$ cat config.mk
export PLATFORM = sky130hd
export DESIGN_NAME = baccarat_ctrl
export DESIGN_NICKNAME = d
export VERILOG_FILES = /design/src/rtl/baccarat_ctrl.sv
export SDC_FILE = /design/constraint.sdc
export NUM_CORES = 1
export LEC_CHECK = 0
export ABC_AREA = 1
export ABC_CLOCK_PERIOD_IN_PS = 1200
export BUFFER_PORTS_ARGS = -buffer_cell sky130_fd_sc_hd__clkbuf_2
export CELL_PAD_IN_SITES_DETAIL_PLACEMENT = 1
export CELL_PAD_IN_SITES_GLOBAL_PLACEMENT = 1
export CORE_UTILIZATION = 29
export CTS_BUF_LIST = sky130_fd_sc_hd__clkbuf_8
export CTS_CLUSTER_SIZE = 20
export DETAILED_ROUTE_END_ITERATION = 16
export GPL_TIMING_DRIVEN = 0
export PLACE_DENSITY_LB_ADDON = 0.1
export SETUP_SLACK_MARGIN = 0.2
export SLEW_MARGIN = 25
export SYNTH_ARGS = -nofsm -noshare
export SYNTH_HDL_FRONTEND = slang
export SYNTH_SLANG_ARGS = --single-unit
$ cat constraint.sdc
create_clock -name slow_clock -period 1.2 [get_ports slow_clock]
set_input_delay 0.12 -clock slow_clock [delete_from_list [all_inputs] [get_ports slow_clock]]
set_output_delay 0.12 -clock slow_clock [all_outputs]
set_load 0.01 [all_outputs]
$ cat src/rtl/baccarat_ctrl.sv
// rtl/baccarat_ctrl.sv - Baccarat round sequencer: deals six cards, applies third-card rules, lights winner.
// Optional macro BACCARAT_CTRL_STATE_DBG_EN adds the state_dbg output (state index, IDLE=0 .. DONE=9).
module baccarat_ctrl #(
  parameter int NATURAL_MIN  = 8,
  parameter int PLAYER_STAND = 6
) (
  input  logic       slow_clock,
  input  logic       resetb,
  input  logic [3:0] pcard3,
  input  logic [3:0] pscore,
  input  logic [3:0] dscore,
  output logic       load_pcard1,
  output logic       load_pcard2,
  output logic       load_pcard3,
  output logic       load_dcard1,
  output logic       load_dcard2,
  output logic       load_dcard3,
  output logic       player_win_light,
  output logic       dealer_win_light
`ifdef BACCARAT_CTRL_STATE_DBG_EN
  ,
  output logic [3:0] state_dbg
`endif
);

  typedef enum logic [3:0] {
    IDLE    = 4'd0,
    DEAL_P1 = 4'd1,
    DEAL_D1 = 4'd2,
    DEAL_P2 = 4'd3,
    DEAL_D2 = 4'd4,
    EVAL1   = 4'd5,
    DEAL_P3 = 4'd6,
    EVAL2   = 4'd7,
    DEAL_D3 = 4'd8,
    DONE    = 4'd9
  } state_t;

  localparam logic [3:0] NAT_MIN   = NATURAL_MIN[3:0];
  localparam logic [3:0] STAND_MIN = PLAYER_STAND[3:0];

  state_t     state;
  state_t     state_next;
  logic [3:0] p3val;
  logic       banker_draw;

  always_ff @(posedge slow_clock) begin
    if (!resetb) state <= IDLE;
    else         state <= state_next;
  end

  // Face cards and tens count zero; pcard3 = 0 (no card) also counts zero.
  assign p3val = (pcard3 >= 4'd10) ? 4'd0 : pcard3;

  always_comb begin
    banker_draw = 1'b0;
    case (dscore)
      4'd0, 4'd1, 4'd2: banker_draw = 1'b1;
      4'd3:             banker_draw = (p3val != 4'd8);
      4'd4:             banker_draw = (p3val >= 4'd2) && (p3val <= 4'd7);
      4'd5:             banker_draw = (p3val >= 4'd4) && (p3val <= 4'd7);
      4'd6:             banker_draw = (p3val >= 4'd6) && (p3val <= 4'd7);
      default:          banker_draw = 1'b0;
    endcase
  end

  always_comb begin
    state_next = IDLE;
    case (state)
      IDLE:    state_next = DEAL_P1;
      DEAL_P1: state_next = DEAL_D1;
      DEAL_D1: state_next = DEAL_P2;
      DEAL_P2: state_next = DEAL_D2;
      DEAL_D2: state_next = EVAL1;
      EVAL1: begin
        if ((pscore >= NAT_MIN) || (dscore >= NAT_MIN)) state_next = DONE;
        else if (pscore < STAND_MIN)                    state_next = DEAL_P3;
        else if (dscore <= 4'd5)                        state_next = DEAL_D3;
        else                                            state_next = DONE;
      end
      DEAL_P3: state_next = EVAL2;
      EVAL2:   state_next = banker_draw ? DEAL_D3 : DONE;
      DEAL_D3: state_next = DONE;
      DONE:    state_next = DONE;
      default: state_next = IDLE;
    endcase
  end

  always_comb begin
    load_pcard1      = (state == DEAL_P1);
    load_dcard1      = (state == DEAL_D1);
    load_pcard2      = (state == DEAL_P2);
    load_dcard2      = (state == DEAL_D2);
    load_pcard3      = (state == DEAL_P3);
    load_dcard3      = (state == DEAL_D3);
    player_win_light = (state == DONE) && (pscore >= dscore);
    dealer_win_light = (state == DONE) && (dscore >= pscore);
  end

`ifdef BACCARAT_CTRL_STATE_DBG_EN
  assign state_dbg = state;
`endif

endmodule

==> run metrics, run 1 <==
status=finished, violations left; failing checks=setup timing; Worst EP required=1.08 ns; largest net degree at the start of global routing=6; Syn Nets=94; post-synth top area share=0.185; worst-skew pair later-pin latency=0.22 ns; Routed Antenna Nets=0; Slew Limit Fails=0; # nets final=126; RePlAce Congestion=around 0.75; Layout Utilization=0.563; R2R setup slack=-0.11 ns; htree depth=1; CTS root buf=clkbuf_8; worst r2r dst=state[0]$_SDFF_PN0_; first-pass GRT wire length=2.13 mm; Starting Density=0.321; share of layout cells above drive strength 1=0.509; crit path capture type=output port; Hold-fix buffers, CTS=0; DIE HEIGHT=40.6 microns; Die W=around 41 microns; Max-Cap Viols=0; Detailed Route Iter0 Violations=1; via count=576; Hold/Removal Path Class=in -> reg; Slew Limit Headroom=0.736; CTS Buf Count=3; WHS Endpoint=state[2]$_SDFF_PN0_; DRC viols=0; clock skew=0.00300 ns; register area=around 90 sq um; Clock transition at path regs=0.03 ns; placeable core area=0.00135 sq mm; DRT Pass-1 Iters=2; drt total wl=1.44 mm; initial antenna violation count=0; Cell Area, Synth=433 sq um; max reg flops=4; Ant. Diodes=0; Setup Viol. Count Final=10; Layout area overhead=75.4%; RSZ-0062 raised after global routing=yes; Fmax=749 MHz; Fillers=186; synth unique cells=15; Area contributors post-synth=dfxtp_1 18%, inv_1 16%, nand2_1 14%, ha_1 12%, nor2_1 10%; port bufs=21; post-synth top area cell=dfxtp_1; Largest regs=state x4; WHS=about 0.21 ns; FP Rows=13; Yosys reg bits=4; drt via density=roughly 4.8; die footprint=0.00165 sq mm; fin crit period=roughly 1.3 ns; Setup WS pre-CTS=-0.0606 ns; critical-path cell with the highest stage delay=dfxtp_4; Tcrit/Tclk final=1.11; CP arrival=1.22 ns; R2R cell count=7; clk sinks=4; Worst Setup Path Type=reg -> out; Total GRT Usage=0.201; worst r2r src=state[3]$_SDFF_PN0_; crit-path cells=inv_4 -> buf_6 -> buf_6 -> nand2_4 -> nor3_4 -> buf_2; Clock Path Buffers=2; Final HPWL DP=1.09 mm; register area share after synthesis=0.185; crit-path max FO=3; vias in the first global route=about 540; post-DR wirelength/cell=11.9 microns; I/O pin count=22; fin cells=121; CTS tree=done; multi-input logic area=roughly 370 sq um; Leak=a little over 0.4 nW; dpl cells=112; Syn Inst Count=76; min setup slack post-route=-0.136 ns; WHS Path Cells=3; GR Overflow Total=0; Biggest register=state; critical hold path startpoint=resetb; VDD IR max=723 uV; most used cell, CP=buf_6; total chip power=642 uW; syn_area_per_cell=5.70 sq um; startpoint types=flop; CP peak stage delay=0.35 ns; Synth warnings=0; worst slew pin tran=between 0.3 and 0.4 ns; Power Dens Cells=846 mW/mm^2; Fin. Hold Viols=0
routing by layer:
metal  track usage  share of wire  wire length, microns
met1         0.230           0.48                   683
met2         0.345           0.47                   670
met3        0.0489          0.040                    57
met4         0.100          0.017                    25
met5             0              0                     0
cells in the final DEF, fill, tap and decap left out, types with 3 or more instances in the layout:
| cell type | netlist | final |
|---|---|---|
| a21oi_1 | 6 | 4 |
| buf_2 | 0 | 6 |
| buf_4 | 0 | 3 |
| buf_6 | 0 | 3 |
| clkbuf_2 | 0 | 15 |
| clkbuf_8 | 0 | 3 |
| ha_1 | 4 | 4 |
| inv_1 | 19 | 16 |
| nand2_1 | 16 | 14 |
| nand3_1 | 3 | 3 |
| nor2_1 | 12 | 5 |
| nor2_2 | 1 | 4 |
| nor2_4 | 0 | 4 |
| nor3_4 | 0 | 3 |
power breakdown:
part / internal (mW) / switching (mW) / total, mW / leakage, nW
logic: 0.0828 / 0.112 / 0.195 / 0.356
registers: 0.144 / 0.0230 / 0.167 / 0.0350
clock network: 0.214 / 0.0667 / 0.280 / 0.0216
per-stage QoR:
stage / TNS (ns) / instance area [sq um]
2_1_floorplan: 0 / 433
3_3_place_gp: -0.0386 / 557
3_5_place_dp: -0.118 / 557
4_1_cts: -0.850 / 712
5_1_grt: -1.42 / 759
6_report: -0.858 / 759
cells by family after synthesis:
family,count (synthesis),share of synthesized area
compound gates,12,0.156
flops,4,0.185
fa+ha+maj,4,0.116
buf+inv,19,0.165
simple gates,37,0.379
worst max-delay path, delay by kind of cell (launching register included):
kind / cells / cell delay [ns]
buffers and inverters: 4 / 0.43
AND/OR/NAND/NOR: 2 / 0.23
flip-flops: 1 / 0.35
worst max-delay path by stage:
stage                     slack (ns)                start                   to
final                          -0.14  state[3]$_SDFF_PN0_          load_dcard2
after global routing           -0.21  state[1]$_SDFF_PN0_     player_win_light
after CTS                      -0.22  state[3]$_SDFF_PN0_     player_win_light
after detailed placement       -0.06  state[3]$_SDFF_PN0_     player_win_light
after global placement         -0.03            pscore[3]     dealer_win_light
after floorplan                 0.13  state[3]$_SDFF_PN0_  state[2]$_SDFF_PN0_
cells in the mapped netlist:
cell type	instances
inv_1	19
nand2_1	16
nor2_1	12
a21oi_1	6
dfxtp_1	4
ha_1	4
nand3_1	3
o21ai_0	3
nor3_1	2
nor3_2	2
a211oi_1	1
a21boi_0	1
nand3b_1	1
nor2_2	1
o21bai_1	1
layout make-up:
cell class	instances	area share
inverter	19	0.0972
clock buffer	3	0.0544
timing repair buffer	27	0.213
tap	15	0.0247
sequential	4	0.119
multi-input combinational	53	0.493
timing repair:
action | CTS | global route
pin swaps | 5 | 3
resized for setup | 24 | 20
endpoints found under the setup margin | 12 | 12
setup buffers | 5 | 1
No activity file was read; power rests on OpenSTA's default activity.
==> run 2: changes to the inputs <==
GPL_TIMING_DRIVEN = unset   (was 0)
==> run metrics, run 2 (synthesized netlist as in run 1, its figures left out) <==
status=finished, violations left; failing checks=setup timing; post-DR wirelength/cell=12.9 microns (+8.3%); Total GRT Usage=0.217 (+0.0161); die footprint=0.00165 sq mm (unchanged); GR Overflow Total=0 (unchanged); WHS Path Cells=3 (unchanged); placeable core area=0.00135 sq mm (unchanged); Max-Cap Viols=0 (unchanged); most used routing layer=met2; port bufs=21 (unchanged); crit path capture type=output port; Die W=40.6 microns (unchanged); CP arrival=1.22 ns (about the same); Setup TNS=-0.692 ns (+0.166 ns); WHS=0.198 ns (-0.0112 ns); drt via density=4.90 (+2.8%); VDD IR max=755 uV (+4.4%); DIE HEIGHT=40.6 microns (unchanged); Biggest register=state; drt total wl=1.61 mm (+12%); Tcrit/Tclk final=1.11 (about the same); Placement Cell Area=594 sq um (+6.7%); cell area after layout=766 sq um (+0.82%); Slew Limit Fails=0 (unchanged); worst r2r dst=state[0]$_SDFF_PN0_; Hold/Removal Path Class=in -> reg; worst r2r src=state[1]$_SDFF_PN0_; RSZ-0062 raised after global routing=yes; Fin. Hold Viols=0 (unchanged); Leak=0.425 nW (+2.9%); Routed Antenna Nets=0 (unchanged); via count=612 (+6.3%); clk sinks=4 (unchanged); startpoint types=flop; Final HPWL DP=1.09 mm (-0.28%); first-pass GRT wire length=2.38 mm (+12%); Detailed Route Iter0 Violations=1 (unchanged); DRC viols=0 (unchanged); M1 GR Usage=0.250 (+0.0205); Layout area overhead=76.9%; Slew Limit Headroom=0.744 (+0.00865); fin crit period=1.34 ns (+0.000596 ns); worst-skew pair later-pin latency=0.21 ns (about the same); FP Rows=13 (unchanged); Worst Setup Path Type=reg -> out; CTS tree=done; Ant. Diodes=0 (unchanged); R2R cell count=9 (+2); crit path launch=state[1]$_SDFF_PN0_; R2R setup slack=-0.10 ns (about the same); htree depth=1 (unchanged); DRT Pass-1 Iters=2 (unchanged); initial antenna violation count=0 (unchanged); Layout Utilization=0.567 (+0.00463); Clock transition at path regs=0.03 ns (about the same); Fmax=748 MHz (about the same); met2 Use GR=0.405 (+0.0595); Worst EP required=1.08 ns (about the same); max reg flops=4 (unchanged); Power Dens Cells=836 mW/mm^2 (-1.1%); Starting Density=0.321 (unchanged); crit-path max FO=4 (+1); worst slew pin tran=0.380 ns (-0.0128 ns); Global Route met3 Usage=0.0489 (unchanged); largest net degree at the start of global routing=6 (unchanged); Largest regs=state x4; vias in the first global route=589 (+9.9%); CTS root buf=clkbuf_8; Setup Viol. Count Final=9 (-1); Clock Path Buffers=2 (unchanged); clock skew=0.00207 ns (-0.000935 ns); # nets final=130 (+3.2%); CP Capture Point=player_win_light; share of layout cells above drive strength 1=0.527 (+0.0178); min setup slack post-route=-0.136 ns (-0.000596 ns); CTS Buf Count=3 (unchanged); I/O pin count=22 (unchanged); most frequent cells in the layout=16 x inv_1, 16 x clkbuf_2, 14 x nand2_1; RePlAce Congestion=0.742 (-0.87%)
## run 2: changes by cell type in the layout (fill, tap and decap cells not counted), sizes merged
cell | before | now
buf | 12 | 15
clkbuf | 18 | 19
## run 2: how the worst min path moves through the flow
stage	slack (ns)	startpoint	to
final	0.20	resetb	state[3]$_SDFF_PN0_
after floorplan	0.28	resetb	state[3]$_SDFF_PN0_
after global routing	0.23	resetb	state[0]$_SDFF_PN0_
after CTS	0.20	resetb	state[3]$_SDFF_PN0_
after global placement	0.39	resetb	state[3]$_SDFF_PN0_
after detailed placement	0.40	resetb	state[3]$_SDFF_PN0_
## run 2: routing by layer
layer,part of all wire,up-vias
met4,0.017,0
li1,-,306
met3,0.034,4
met5,0,-
met2,0.52,18
met1,0.43,284
## run 2: where the power goes
| group | switching [mW] | internal [mW] |
|---|---|---|
| clock | 0.0644 | 0.213 |
| combinational | 0.113 | 0.0840 |
| sequential | 0.0199 | 0.145 |
| total | 0.198 | 0.443 |
## run 2: final cells by class
cell class	count	area (sq um)
clock buffer	3	41.3
inverter	19	71.3
timing repair buffer	31	195
tap	15	18.8
multi-input combinational	53	349
sequential	4	90.1
fill	191	584
## run 2: stage by stage
step	setup slack [ns]	power [mW]	cells
after global placement	-0.0254	0.314	117
after detailed placement	-0.0519	0.319	117
after CTS	-0.207	0.621	124
final	-0.136	0.641	125
after floorplan	0.131	0.248	76
after global routing	-0.199	0.685	125
## run 2: worst max-delay path, cell delays in order, from the launching register on
cell	delay, ns
dfxtp_4	0.35
nor3_4	0.22
inv_2	0.08
nor2_4	0.08
a21boi_2	0.14
buf_2	0.13
## run 2: what timing repair did
action | 4_1_cts | 5_1_grt
hold buffers | 0 | 0
resized for setup | 17 | 20
pin swaps | 6 | 3
endpoints found under the setup margin | 12 | 12
buffers inserted | 4 | 1
